`src/rtl/hazard_ctrl.sv`:
```
// rtl/hazard_ctrl.sv - Tuse/Tnew hazard controller with mult/div occupancy tracking
//
// Compares the D-stage instruction against E and M using a Tuse/Tnew model and
// tracks how long the multi-cycle mult/div unit stays busy.
// Optional feature macro: HAZ_PERF_CNT_EN (adds the stall_cnt performance counter).
//
// Ports:
//   clk        in   1   system clock, rising edge
//   reset      in   1   asynchronous active-low reset
//   IR_D       in  32   instruction in D
//   IR_E       in  32   instruction in E (ID/EX output)
//   IR_M       in  32   instruction in M
//   stall      out  1   hold PC and IF/ID
//   clear_E    out  1   ID/EX loads a nop on the next edge
//   md_start   out  1   mult/div unit starts this cycle
//   md_busy    out  1   mult/div unit occupied
//   stall_cnt  out 32   number of stalled cycles (HAZ_PERF_CNT_EN only)
module hazard_ctrl #(
   parameter int MULT_CYCLES = 5,
   parameter int DIV_CYCLES  = 10,
   parameter int CNT_W       = 4
) (
   input  logic        clk,
   input  logic        reset,
   input  logic [31:0] IR_D,
   input  logic [31:0] IR_E,
   input  logic [31:0] IR_M,
   output logic        stall,
   output logic        clear_E,
   output logic        md_start,
   output logic        md_busy
`ifdef HAZ_PERF_CNT_EN
   ,
   output logic [31:0] stall_cnt
`endif
);

   localparam logic [CNT_W-1:0] MULT_LOAD = CNT_W'(MULT_CYCLES);
   localparam logic [CNT_W-1:0] DIV_LOAD  = CNT_W'(DIV_CYCLES);

   typedef struct packed {
      logic [4:0] rs;
      logic [4:0] rt;
      logic [4:0] dst;       // 0 when the instruction writes no register
      logic       rd_rs;
      logic [1:0] tuse_rs;
      logic       rd_rt;
      logic [1:0] tuse_rt;
      logic [1:0] tnew_e;
      logic [1:0] tnew_m;
      logic       md_class;
      logic       md_op;     // mult/multu/div/divu
      logic       md_div;
   } dec_t;

   function automatic dec_t decode(input logic [5:0] op, input logic [5:0] fn,
                                   input logic [4:0] rs, input logic [4:0] rt,
                                   input logic [4:0] rd);
      dec_t d;
      logic r_alu, jr, mul, dv, mf, mt, lw, sw, br, jal, imm_wr;
      r_alu  = (op == 6'h00) && (fn inside {6'h20, 6'h21, 6'h22, 6'h23, 6'h24,
                                            6'h25, 6'h26, 6'h27, 6'h2a, 6'h2b});
      jr     = (op == 6'h00) && (fn == 6'h08);
      mul    = (op == 6'h00) && (fn == 6'h18 || fn == 6'h19);
      dv     = (op == 6'h00) && (fn == 6'h1a || fn == 6'h1b);
      mf     = (op == 6'h00) && (fn == 6'h10 || fn == 6'h12);
      mt     = (op == 6'h00) && (fn == 6'h11 || fn == 6'h13);
      lw     = (op == 6'h23);
      sw     = (op == 6'h2b);
      br     = (op == 6'h04 || op == 6'h05);
      jal    = (op == 6'h03);
      imm_wr = (op == 6'h0d || op == 6'h0f || op == 6'h09);

      d.rs       = rs;
      d.rt       = rt;
      d.dst      = (r_alu || mf) ? rd : (lw || imm_wr) ? rt : jal ? 5'd31 : 5'd0;
      // lui is the only immediate writer that does not read rs
      d.rd_rs    = r_alu || jr || mul || dv || mt || lw || sw || br ||
                   (op == 6'h0d) || (op == 6'h09);
      d.tuse_rs  = (br || jr) ? 2'd0 : 2'd1;
      d.rd_rt    = r_alu || mul || dv || sw || br;
      d.tuse_rt  = br ? 2'd0 : sw ? 2'd2 : 2'd1;
      d.tnew_e   = lw ? 2'd2 : (r_alu || imm_wr || mf) ? 2'd1 : 2'd0;
      d.tnew_m   = lw ? 2'd1 : 2'd0;
      d.md_class = mul || dv || mf || mt;
      d.md_op    = mul || dv;
      d.md_div   = dv;
      return d;
   endfunction

   // A source conflicts when it matches a producer whose result is not ready in time
   function automatic logic src_hit(input logic rd_en, input logic [4:0] src,
                                    input logic [1:0] tuse, input logic [4:0] dst,
                                    input logic [1:0] tnew);
      return rd_en && (src != 5'd0) && (src == dst) && (tnew > tuse);
   endfunction

   dec_t dec_d, dec_e, dec_m;
   logic [CNT_W-1:0] busy_cnt;
   logic data_stall, md_stall;

   assign dec_d = decode(IR_D[31:26], IR_D[5:0], IR_D[25:21], IR_D[20:16], IR_D[15:11]);
   assign dec_e = decode(IR_E[31:26], IR_E[5:0], IR_E[25:21], IR_E[20:16], IR_E[15:11]);
   assign dec_m = decode(IR_M[31:26], IR_M[5:0], IR_M[25:21], IR_M[20:16], IR_M[15:11]);

   logic unused_ok;
   assign unused_ok = ^{IR_D, IR_E, IR_M, dec_d, dec_e, dec_m};

   assign data_stall =
      src_hit(dec_d.rd_rs, dec_d.rs, dec_d.tuse_rs, dec_e.dst, dec_e.tnew_e) ||
      src_hit(dec_d.rd_rs, dec_d.rs, dec_d.tuse_rs, dec_m.dst, dec_m.tnew_m) ||
      src_hit(dec_d.rd_rt, dec_d.rt, dec_d.tuse_rt, dec_e.dst, dec_e.tnew_e) ||
      src_hit(dec_d.rd_rt, dec_d.rt, dec_d.tuse_rt, dec_m.dst, dec_m.tnew_m);

   assign md_busy  = (busy_cnt != '0);
   assign md_start = reset && dec_e.md_op;
   assign md_stall = dec_d.md_class && (dec_e.md_op || md_busy);
   // Outputs are forced low while reset is held
   assign stall    = reset && (data_stall || md_stall);
   assign clear_E  = stall;

   always_ff @(posedge clk or negedge reset) begin
      if (!reset) begin
         busy_cnt <= '0;
      end else if (md_start) begin
         busy_cnt <= dec_e.md_div ? DIV_LOAD : MULT_LOAD;
      end else if (busy_cnt != '0) begin
         busy_cnt <= busy_cnt - 1'b1;
      end
   end

`ifdef HAZ_PERF_CNT_EN
   always_ff @(posedge clk or negedge reset) begin
      if (!reset) begin
         stall_cnt <= '0;
      end else if (stall) begin
         stall_cnt <= stall_cnt + 32'd1;
      end
   end
`endif

endmodule
```
`config.mk`:
```
export PLATFORM = sky130hd
export DESIGN_NAME = hazard_ctrl
export DESIGN_NICKNAME = d
export VERILOG_FILES = /design/src/rtl/hazard_ctrl.sv
export SDC_FILE = /design/constraint.sdc
export NUM_CORES = 1
export LEC_CHECK = 0
export ABC_AREA = 1
export BUFFER_PORTS_ARGS = -buffer_cell sky130_fd_sc_hd__buf_4
export CAP_MARGIN = 25
export CELL_PAD_IN_SITES_DETAIL_PLACEMENT = 0
export CELL_PAD_IN_SITES_GLOBAL_PLACEMENT = 2
export CORE_AREA = 2 2 90 92
export CTS_BUF_LIST = sky130_fd_sc_hd__clkbuf_16
export DETAILED_ROUTE_END_ITERATION = 6
export DIE_AREA = 0 0 92 94
export GPL_ROUTABILITY_DRIVEN = 0
export GPL_TIMING_DRIVEN = 0
export PLACE_DENSITY_LB_ADDON = 0.12
export SYNTH_ARGS = -nofsm -noshare
export SYNTH_HDL_FRONTEND = slang
export SYNTH_SLANG_ARGS = --single-unit
```
`constraint.sdc`:
```
create_clock -name clk -period 5.1 [get_ports clk]
set_input_delay 0.255 -clock clk [delete_from_list [all_inputs] [get_ports clk]]
set_output_delay 0.255 -clock clk [all_outputs]
set_load 0.03 [all_outputs]
```
---- Word level (Yosys, flattened, before mapping) ----
Index checks and enable logic that the tools add are counted.
word-level totals
  register bits ........................... 4
  input port bits ......................... 98
  output and inout bits ................... 4
  word-level logic and storage cells ...... 165
cells by class
  $add $sub $neg .......................... 1
  magnitude comparators ................... 4
  equal/unequal tests ..................... 67
  mux-type cells .......................... 15
  reductions and logical operators ........ 77
operator list
  kind                 count
  $eq 6x6->1 const B   34
  $eq 6x5->1 const B   16
  $eq 6x4->1 const B   9
  $logic_or 1x1->1     42
  $mux 5               6
  $reduce_bool 10->1   3
  $logic_and 1x1->1    25
  $eq 5x5->1           4
  $logic_not 6->1      3
  $eq 6x2->1 const B   2
  $eq 6x3->1 const B   2
  $mux 4               3
  $reduce_bool 5->1    2
  $mux 2               3
  $reduce_bool 4->1    1
  $sub 4x1->4 const B  1
  $mux 1               3
  $gt 1x2->1           1
  $gt 2x1->1           1
  $gt 2x2->1           1
  $reduce_bool 2->1    1
  $gt 1x1->1           1

---- Logic depth before layout (Yosys ltp) ----
Gate-level depths: netlist of the first run.
  depth in word-level cells ............... 20
  gate-level depth with buffers ........... 19
  depth with buffers taken out ............ 18

---- Least setup slack after synthesis of the first run ----
OpenSTA, ideal clock, no wires.
  kind .................................... input -> output
  start point ............................. input IR_D[29]
  end point ............................... output stall
  data arrival time ....................... 2.067 ns
  data required time ...................... 4.845 ns
  path slack .............................. 2.778 ns
  stages on the path ...................... 18
  buffers on the path ..................... 1
  cells stage by stage .................... inv_1 > nand2_1 > nor2_1 > and2_2 > nand2_1 > inv_1 > a31oi_1 > ha_1 > o21ai_0 > nand2_1 > nor2_1 > nand3_1 > nand2_1 > nand2_1 > nand3_1 > nand2_1 > inv_1 > buf_4
on the way
  longest elaborated chain between the ends .. 19
  elaborated cells on any way between the ends .. 54
  classes of those cells .................. order compare: 4; eq/ne: 6; mux: 3; reduce/logical: 41
RTL lines
  what                                         RTL line  source
  from (decl)                                  25        input logic [31:0] IR_D,
  $logic_not 6->1                              -
  $logic_and 1x1->1, on equally long branches  61, 63
  $logic_or 1x1->1 (8 in a row)                78        d.rd_rs = r_alu || jr || mul || dv || mt || lw || sw || br ||
  $logic_or 1x1->1                             79        (op == 6'h0d) || (op == 6'h09);
  $logic_and 1x1->1 (3 in a row)               95        return rd_en && (src != 5'd0) && (src == dst) && (tnew > tuse);
  $logic_or 1x1->1                             110       src_hit(dec_d.rd_rs, dec_d.rs, dec_d.tuse_rs, dec_e.dst, dec_e.tnew_e) ||
  $logic_or 1x1->1                             111       src_hit(dec_d.rd_rs, dec_d.rs, dec_d.tuse_rs, dec_m.dst, dec_m.tnew_m) ||
  $logic_or 1x1->1                             112       src_hit(dec_d.rd_rt, dec_d.rt, dec_d.tuse_rt, dec_e.dst, dec_e.tnew_e) ||
  $logic_or 1x1->1 *                           119       assign stall = reset && (data_stall || md_stall);
  $logic_and 1x1->1 *                          119
  to (decl)                                    28        output logic stall,
Every way passes the cells marked *; elsewhere a longest branch is shown, timed or not.

---- Final worst setup path of the first run ----
Same ends and word-level chain as after synthesis.

==> impl_results.md, run 1 <==
- Post-CTS Setup Inserts: 0
- Die Span Y: 94 µm
- Crit path arrival time: ~2400 ps
- Post-synthesis cell area: about 1400 µm²
- Tmin final: between 2000 and 3000 ps
- Final WL: 4860 µm
- Initial antenna violation count: 0
- Syn Nets: roughly 400
- Met2 GRT Util: 0.205
- P_sw: 133 µW
- Initial DRC Count: 45
- Max cap viols: 0
- Flip-flop count of the largest register after layout: 4
- Sw Share: 0.356
- I/O Pins: about 100
- Kind of critical path: primary input to output port
- Die area: 8650 µm²
- Critical path capture point type: output port
- Asr flop ratio synth: 1.00
- Final setup viols: 0
- Final worst-path cycle share: 0.514
- Port Buffers: between 70 and 80
- Die W: ~90 µm
- Combinational share of power: 0.523
- Clock transition at the registers of the reported paths: roughly 30 ps
- Crit Path Max Fanout: 4
- Global route overflow: 0
- EDFF count, synth: 0
- Dpl hpwl: between 4000 and 5000 µm
- Number of vias per cell: roughly 4.1
- Gr usage total: 0.115
- NumNets Final: around 470
- CTS Sinks: 4
- Routed via count: 1919
- Share of total power in the clock network: 0.327
- Post-synth top area share: 0.278
- Area growth, synth to finish: 52.6%
- Seq/Total Area, Yosys: 0.0707
- Largest area contributor in the netlist: nand2_1
- ANT nets after route: 0
- GR Util met1: 0.153
- Synth area leaders: nand2_1 (28%), nand3_1 (16%), inv_1 (15%)
- Clock Latency Late Sink: about 220 ps
- Leak pwr: 0.00130 µW
- Startpoint Class: primary input
- CTS Buffer Depth: 2
- Hold Path Class: primary input to flip-flop
- Number of remaining DRC errors: 0
- Rows: 32
- Share of layout cells above drive strength 1: 0.240
- Outcome: completed
- Slew @ Worst Pin: between 400 and 500 ps
- Data required time of the worst path: 4850 ps
- H-tree depth: 1
- Cell Pwr Density: roughly 170 nW/µm²
- Antenna cells: 0
- Sequential fraction of design power: 0.150
- Most flops, register: busy_cnt
- Largest registers: busy_cnt: 4 flops
- Root buf cell: clkbuf_16
- Yosys reg bits: 4
- Initial DRT Pass Iterations: 4
- Initial core utilization: 0.186
- Peak supply drop: about 350 µV
- Clock Skews: between 0.6 and 0.7 ps
- Commonest cells post-synth: nand2_1 (105), inv_1 (55), nand3_1 (44), nor2_1 (36)
- Routed len/inst: a little over 10 µm
- Post-route setup TNS: 0 ps
- PostCTS Resize Cnt: 0
- Post-synth cell types: 26
- Grt met3 use: 0.00883
- Vias in the first global route: ~1900
- Mean Syn Cell Area: ~4.9 µm²
- Most frequent cell after synthesis: nand2_1
- Final core utilization: 0.284
- Mapped Cells: just under 300
- CTS Buf Count: 3
- Largest net degree at the start of global routing: 8
- Hold_buf cts: 1
- Achievable Freq: about 380 MHz
- Top FF cell, synth: dfrtp_1
- Core ar.: about 7600 µm²
- CTS tree: built
- Max-slew violation total from the final report: 0
- Max transition margin: 0.726
- RSZ-0062 raised after global routing: false
- Layout fillers: about 950
- Yosys warns: 0
- Hold Fails Final Rpt: 0
- Power Internal: between 200 and 250 µW
- Global-route wire length before repair: between 8000 and 9000 µm
- GRT busiest layer: met2
-- area by class of cell --
type | instances | area (µm²) | share of cell area
flip-flops and latches | 4 | 100 | 0.0463
well taps | 102 | 128 | 0.0590
repair buffers | 72 | 543 | 0.251
plain buffers | 1 | 7.51 | 0.00347
clock buffers | 3 | 75.1 | 0.0347
multi-input cells | 232 | 1100 | 0.510
inverters | 55 | 206 | 0.0955
-- critical path, cell delays in order --
cell     delay [ps]
buf_4            90
inv_1            50
nand2_1          70
nor2_1           40
and2_2          200
nand2_1          90
inv_1            50
a31oi_1         240
ha_1            290
o21ai_0         160
nand2_1          70
nor2_1          100
nand3_1          80
nand2_1          90
nand2_1          60
nand3_1          80
nand2_1          50
inv_1            60
buf_4           100
buf_4           140
-- stage by stage --
| step | hold slack (ps) | power, µW | instance area [µm²] | worst slack (ps) | cells |
|---|---|---|---|---|---|
| after floorplan | -40.6 | 174 | 1420 | 2780 | 292 |
| after global placement | 65.2 | 252 | 2080 | 2430 | 465 |
| after detailed placement | 65.3 | 253 | 2080 | 2410 | 465 |
| after CTS | 363 | 381 | 2160 | 2400 | 469 |
| after global routing | 383 | 410 | 2160 | 2200 | 469 |
| final | 360 | 373 | 2160 | 2480 | 469 |
-- kinds of logic (layout without fill, tap and decap cells) --
logic type / after synthesis / after routing / synth area share
flip-flops: 4 / 4 / 0.0707
buffers and inverters: 56 / 131 / 0.151
AND/OR/NAND/NOR: 206 / 206 / 0.643
adder cells (fa/ha/maj): 6 / 6 / 0.0530
XOR/XNOR: 2 / 2 / 0.0124
AO/OA/AOI/OAI: 18 / 18 / 0.0698
-- cells in the final DEF (no fill, tap or decap), types with 4 or more instances in the layout --
cell type,netlist,final
inv_1,55,55
nor2_1,36,36
nand2_1,105,105
nand3_1,44,44
buf_4,1,72
a21oi_1,7,7
nand4_1,4,4
ha_1,6,6
o21ai_0,7,7
dfrtp_1,4,4
-- power groups by stage --
stage | sequential [µW] | clock [µW] | combinational [µW]
5_1_grt | 58.8 | 128 | 223
3_3_place_gp | 55.8 | 0 | 197
4_1_cts | 56.5 | 125 | 199
3_5_place_dp | 56.9 | 0 | 197
6_report | 55.9 | 122 | 195
2_1_floorplan | 54.9 | 0 | 119
-- layer usage --
metal | vias to the layer above | routed length, µm
met4 | 0 | 29
met5 | - | 0
met3 | 4 | 137
met2 | 33 | 2390
met1 | 821 | 2310
li1 | 1061 | -
-- path summary, 6_finish.rpt --
| kind | start | endpoint | slack, ps | depth (start not counted) |
|---|---|---|---|---|
| min in group asynchronous | reset | busy_cnt[0]$_DFFE_PN0P_ | 370 | 2 |
| max reg2reg | busy_cnt[0]$_DFFE_PN0P_ | busy_cnt[0]$_DFFE_PN0P_ | 3790 | 7 |
| max in group asynchronous | reset | busy_cnt[1]$_DFFE_PN0P_ | 4620 | 2 |
| min reg2reg | busy_cnt[1]$_DFFE_PN0P_ | busy_cnt[1]$_DFFE_PN0P_ | 520 | 2 |
| min | IR_E[1] | busy_cnt[3]$_DFFE_PN0P_ | 360 | 5 |
| max | IR_D[29] | stall | 2480 | 20 |
(Power assumes the default switching activity.)
==> run 2: changes to the inputs <==
--- a/config.mk
+++ b/config.mk
@@ -10,10 +10,10 @@
 export CAP_MARGIN = 25
 export CELL_PAD_IN_SITES_DETAIL_PLACEMENT = 0
 export CELL_PAD_IN_SITES_GLOBAL_PLACEMENT = 2
-export CORE_AREA = 2 2 90 92
+export CORE_AREA = 2 2 95 97
 export CTS_BUF_LIST = sky130_fd_sc_hd__clkbuf_16
 export DETAILED_ROUTE_END_ITERATION = 6
-export DIE_AREA = 0 0 92 94
+export DIE_AREA = 0 0 97 99
 export GPL_ROUTABILITY_DRIVEN = 0
 export GPL_TIMING_DRIVEN = 0
 export PLACE_DENSITY_LB_ADDON = 0.12
==> constraint.sdc (replaced) <==
create_clock -name clk -period 2.65 [get_ports clk]
set_input_delay 0.1325 -clock clk [delete_from_list [all_inputs] [get_ports clk]]
set_output_delay 0.1325 -clock clk [all_outputs]
set_load 0.03 [all_outputs]
==> run 2 against run 1 <==
Effect of this change:
- hold slack lost 110 ps
- count of clock-buffer cells in the layout stayed put
- via count is 1.3% lower
- critical endpoint unchanged
- worst setup slack worse by 2200 ps
- routed wire length is 0.66% higher
- global-route usage down 1.2 points
- die area rose by 11%
- sequential share of layout area is essentially flat
==> impl_results.md, run 2 (synthesized netlist as in run 1, its figures left out) <==
- Kind of critical path: primary input to output port (unchanged)
- Startpoint Class: primary input (unchanged)
- Clock transition at the registers of the reported paths: 30 ps (about the same)
- Max-slew violation total from the final report: 0 (unchanged)
- Routed via count: 1895 (was 1919)
- Number of vias per cell: 3.99 (was 4.09)
- I/O Pins: 102 (unchanged)
- Most frequent cells in the layout: nand2_1 (105), buf_4 (72), inv_1 (55) (unchanged)
- CTS Sinks: 4 (unchanged)
- Initial DRT Pass Iterations: 4 (unchanged)
- Vias in the first global route: 1889 (unchanged)
- Crit path arrival time: 2200 ps (was 2360 ps)
- Core ar.: 8550 µm² (was 7610 µm²)
- Post-CTS Setup Inserts: 0 (unchanged)
- Number of remaining DRC errors: 0 (unchanged)
- Crit path cell chain: buf_4 > nor3_4 > and2_2 > nand2_1 > inv_1 > a31oi_2 > ha_1 > o21ai_0 > nand2_1 > nor2_1 > nand3_1 > nand2_1 > nand2_1 > nand3_1 > nand2_1 > inv_1 > buf_4 > buf_4 (was buf_4 > inv_1 > nand2_1 > nor2_1 > and2_2 > nand2_1 > inv_1 > a31oi_1 > ha_1 > o21ai_0 > nand2_1 > nor2_1 > nand3_1 > nand2_1 > nand2_1 > nand3_1 > nand2_1 > inv_1 > buf_4 > buf_4)
- Outcome: completed (unchanged)
- Die W: 97 µm (was 92 µm)
- CTS Buffer Depth: 2 (unchanged)
- Clock Latency Late Sink: 220 ps (about the same)
- Share of layout cells above drive strength 1: 0.243 (was 0.240)
- H-tree depth: 1 (unchanged)
- Tmin final: 2330 ps
- Initial core utilization: 0.166 (was 0.186)
- Root buf cell: clkbuf_16 (unchanged)
- Global-route wire length before repair: 8310 µm (was 8180 µm)
- Most flops, register: busy_cnt (unchanged)
- Final core utilization: 0.254 (was 0.284)
- Largest registers: busy_cnt: 4 flops (unchanged)
- Hold Fails Final Rpt: 0 (unchanged)
- CTS tree: built (unchanged)
- Largest net degree at the start of global routing: 8 (unchanged)
- Global route overflow: 0 (unchanged)
- Slew @ Worst Pin: 375 ps (was 407 ps)
- Most common cell on crit path: nand2_1 (unchanged)
- Final WL: 4900 µm (was 4860 µm)
- Cell Pwr Density: 330 nW/µm² (was 172 nW/µm²)
- Rows: 34 (was 32)
- Flip-flop count of the largest register after layout: 4 (unchanged)
- NumNets Final: 473 (unchanged)
- Clock Skews: 0.118 ps (was 0.679 ps)
- ANT nets after route: 0 (unchanged)
- Dpl hpwl: 4520 µm (was 4450 µm)
- Setup ws final: 320 ps (was 2480 ps)
- Die Span Y: 99 µm (was 94 µm)
- Initial antenna violation count: 0 (unchanged)
- Setup WS pre-CTS: 242 ps (was 2410 ps)
- Achievable Freq: roughly 430 MHz
- Max transition margin: 0.748 (was 0.726)
- Crit Path Max Fanout: 4 (unchanged)
- Final worst-path cycle share: 0.879
- Antenna cells: 0 (unchanged)
- Data required time of the worst path: 2520 ps (was 4850 ps)
- Routed len/inst: 10.3 µm (was 10.4 µm)
- Most common cell after layout, fill and taps aside: nand2_1 (unchanged)
- Final setup viols: 0 (unchanged)
- Initial DRC Count: 26 (was 45)
- Max cap viols: 0 (unchanged)
- Gr usage total: 0.103 (was 0.115)
- Leak pwr: 0.00130 µW (about the same)
- Port Buffers: 71 (unchanged)
- Hold Path Class: primary input to asynchronous set/reset pin (was primary input to flip-flop)
- Die area: 9600 µm² (was 8650 µm²)
- Post-route setup TNS: 0 ps (unchanged)
- Critical path capture point type: output port (unchanged)
- Tot Pwr: 717 µW (was 373 µW)
- Peak supply drop: 423 µV (was 355 µV)
- CP max-delay cell: ha_1 (unchanged)
- CTS Buf Count: 3 (unchanged)
- Worst path max stage delay: 280 ps (was 290 ps)
- RSZ-0062 raised after global routing: false (unchanged)
- Area growth, synth to finish: 53.6% (was 52.6%)
run 2: cell count changes in the layout (fill, tap and decap cells not counted):
cell and change:
a31oi_2 +1, a31oi_1 -1
run 2: timing repair:
item | CTS | global route
resized for setup | 0 | 1
hold buffers | 1 | 0
endpoints found under the hold margin | 4 | 0
endpoints found under the setup margin | 0 | 1
run 2: worst max-delay path: cells and delay by family:
family / cells / cell delay (ps)
compound gates: 2 / 210
fa+ha+maj: 1 / 280
buf+inv: 5 / 520
simple gates: 10 / 1050
run 2: layer usage:
| layer | global-route usage | wire length [µm] | vias up |
|---|---|---|---|
| met5 | 0 | 0 | - |
| met4 | 0.0195 | 22 | 0 |
| met3 | 0.00709 | 167 | 2 |
| met2 | 0.184 | 2350 | 35 |
| met1 | 0.137 | 2360 | 800 |
| li1 | - | - | 1058 |
run 2: worst paths after layout:
| path | startpoint | to | slack [ps] | depth (start not counted) |
|---|---|---|---|---|
| setup reg to reg | busy_cnt[0]$_DFFE_PN0P_ | busy_cnt[0]$_DFFE_PN0P_ | 1370 | 7 |
| hold / removal | reset | busy_cnt[2]$_DFFE_PN0P_ | 250 | 2 |
| hold reg to reg | busy_cnt[1]$_DFFE_PN0P_ | busy_cnt[1]$_DFFE_PN0P_ | 530 | 2 |
| max in group asynchronous | reset | busy_cnt[3]$_DFFE_PN0P_ | 2280 | 2 |
| setup / recovery | IR_D[27] | stall | 320 | 18 |
| min in group clk | IR_E[1] | busy_cnt[3]$_DFFE_PN0P_ | 250 | 5 |
run 2: cell type report:
cell class / count / area (µm²)
multi-input cells: 232 / 1110
plain buffers: 1 / 7.51
fillers: 1012 / 6370
repair buffers: 72 / 543
inverters: 55 / 206
flip-flops and latches: 4 / 100
clock buffers: 3 / 75.1
well taps: 108 / 135
run 2: through the flow:
step | hold WS, ps | instances | instance area (µm²)
2_1_floorplan | -163 | 292 | 1420
3_5_place_dp | -55.1 | 471 | 2080
5_1_grt | 272 | 475 | 2180
4_1_cts | 248 | 475 | 2170
6_report | 248 | 475 | 2180
3_3_place_gp | -52.8 | 471 | 2080
run 2: power breakdown:
| group | total (µW) | internal [µW] | leakage (µW) | switching, µW |
|---|---|---|---|---|
| sequential | 107 | 95.2 | 0.0000477 | 12.2 |
| combinational | 376 | 174 | 0.00121 | 202 |
| clock | 234 | 193 | 0.0000370 | 41.1 |
| total | 717 | 462 | 0.00130 | 255 |
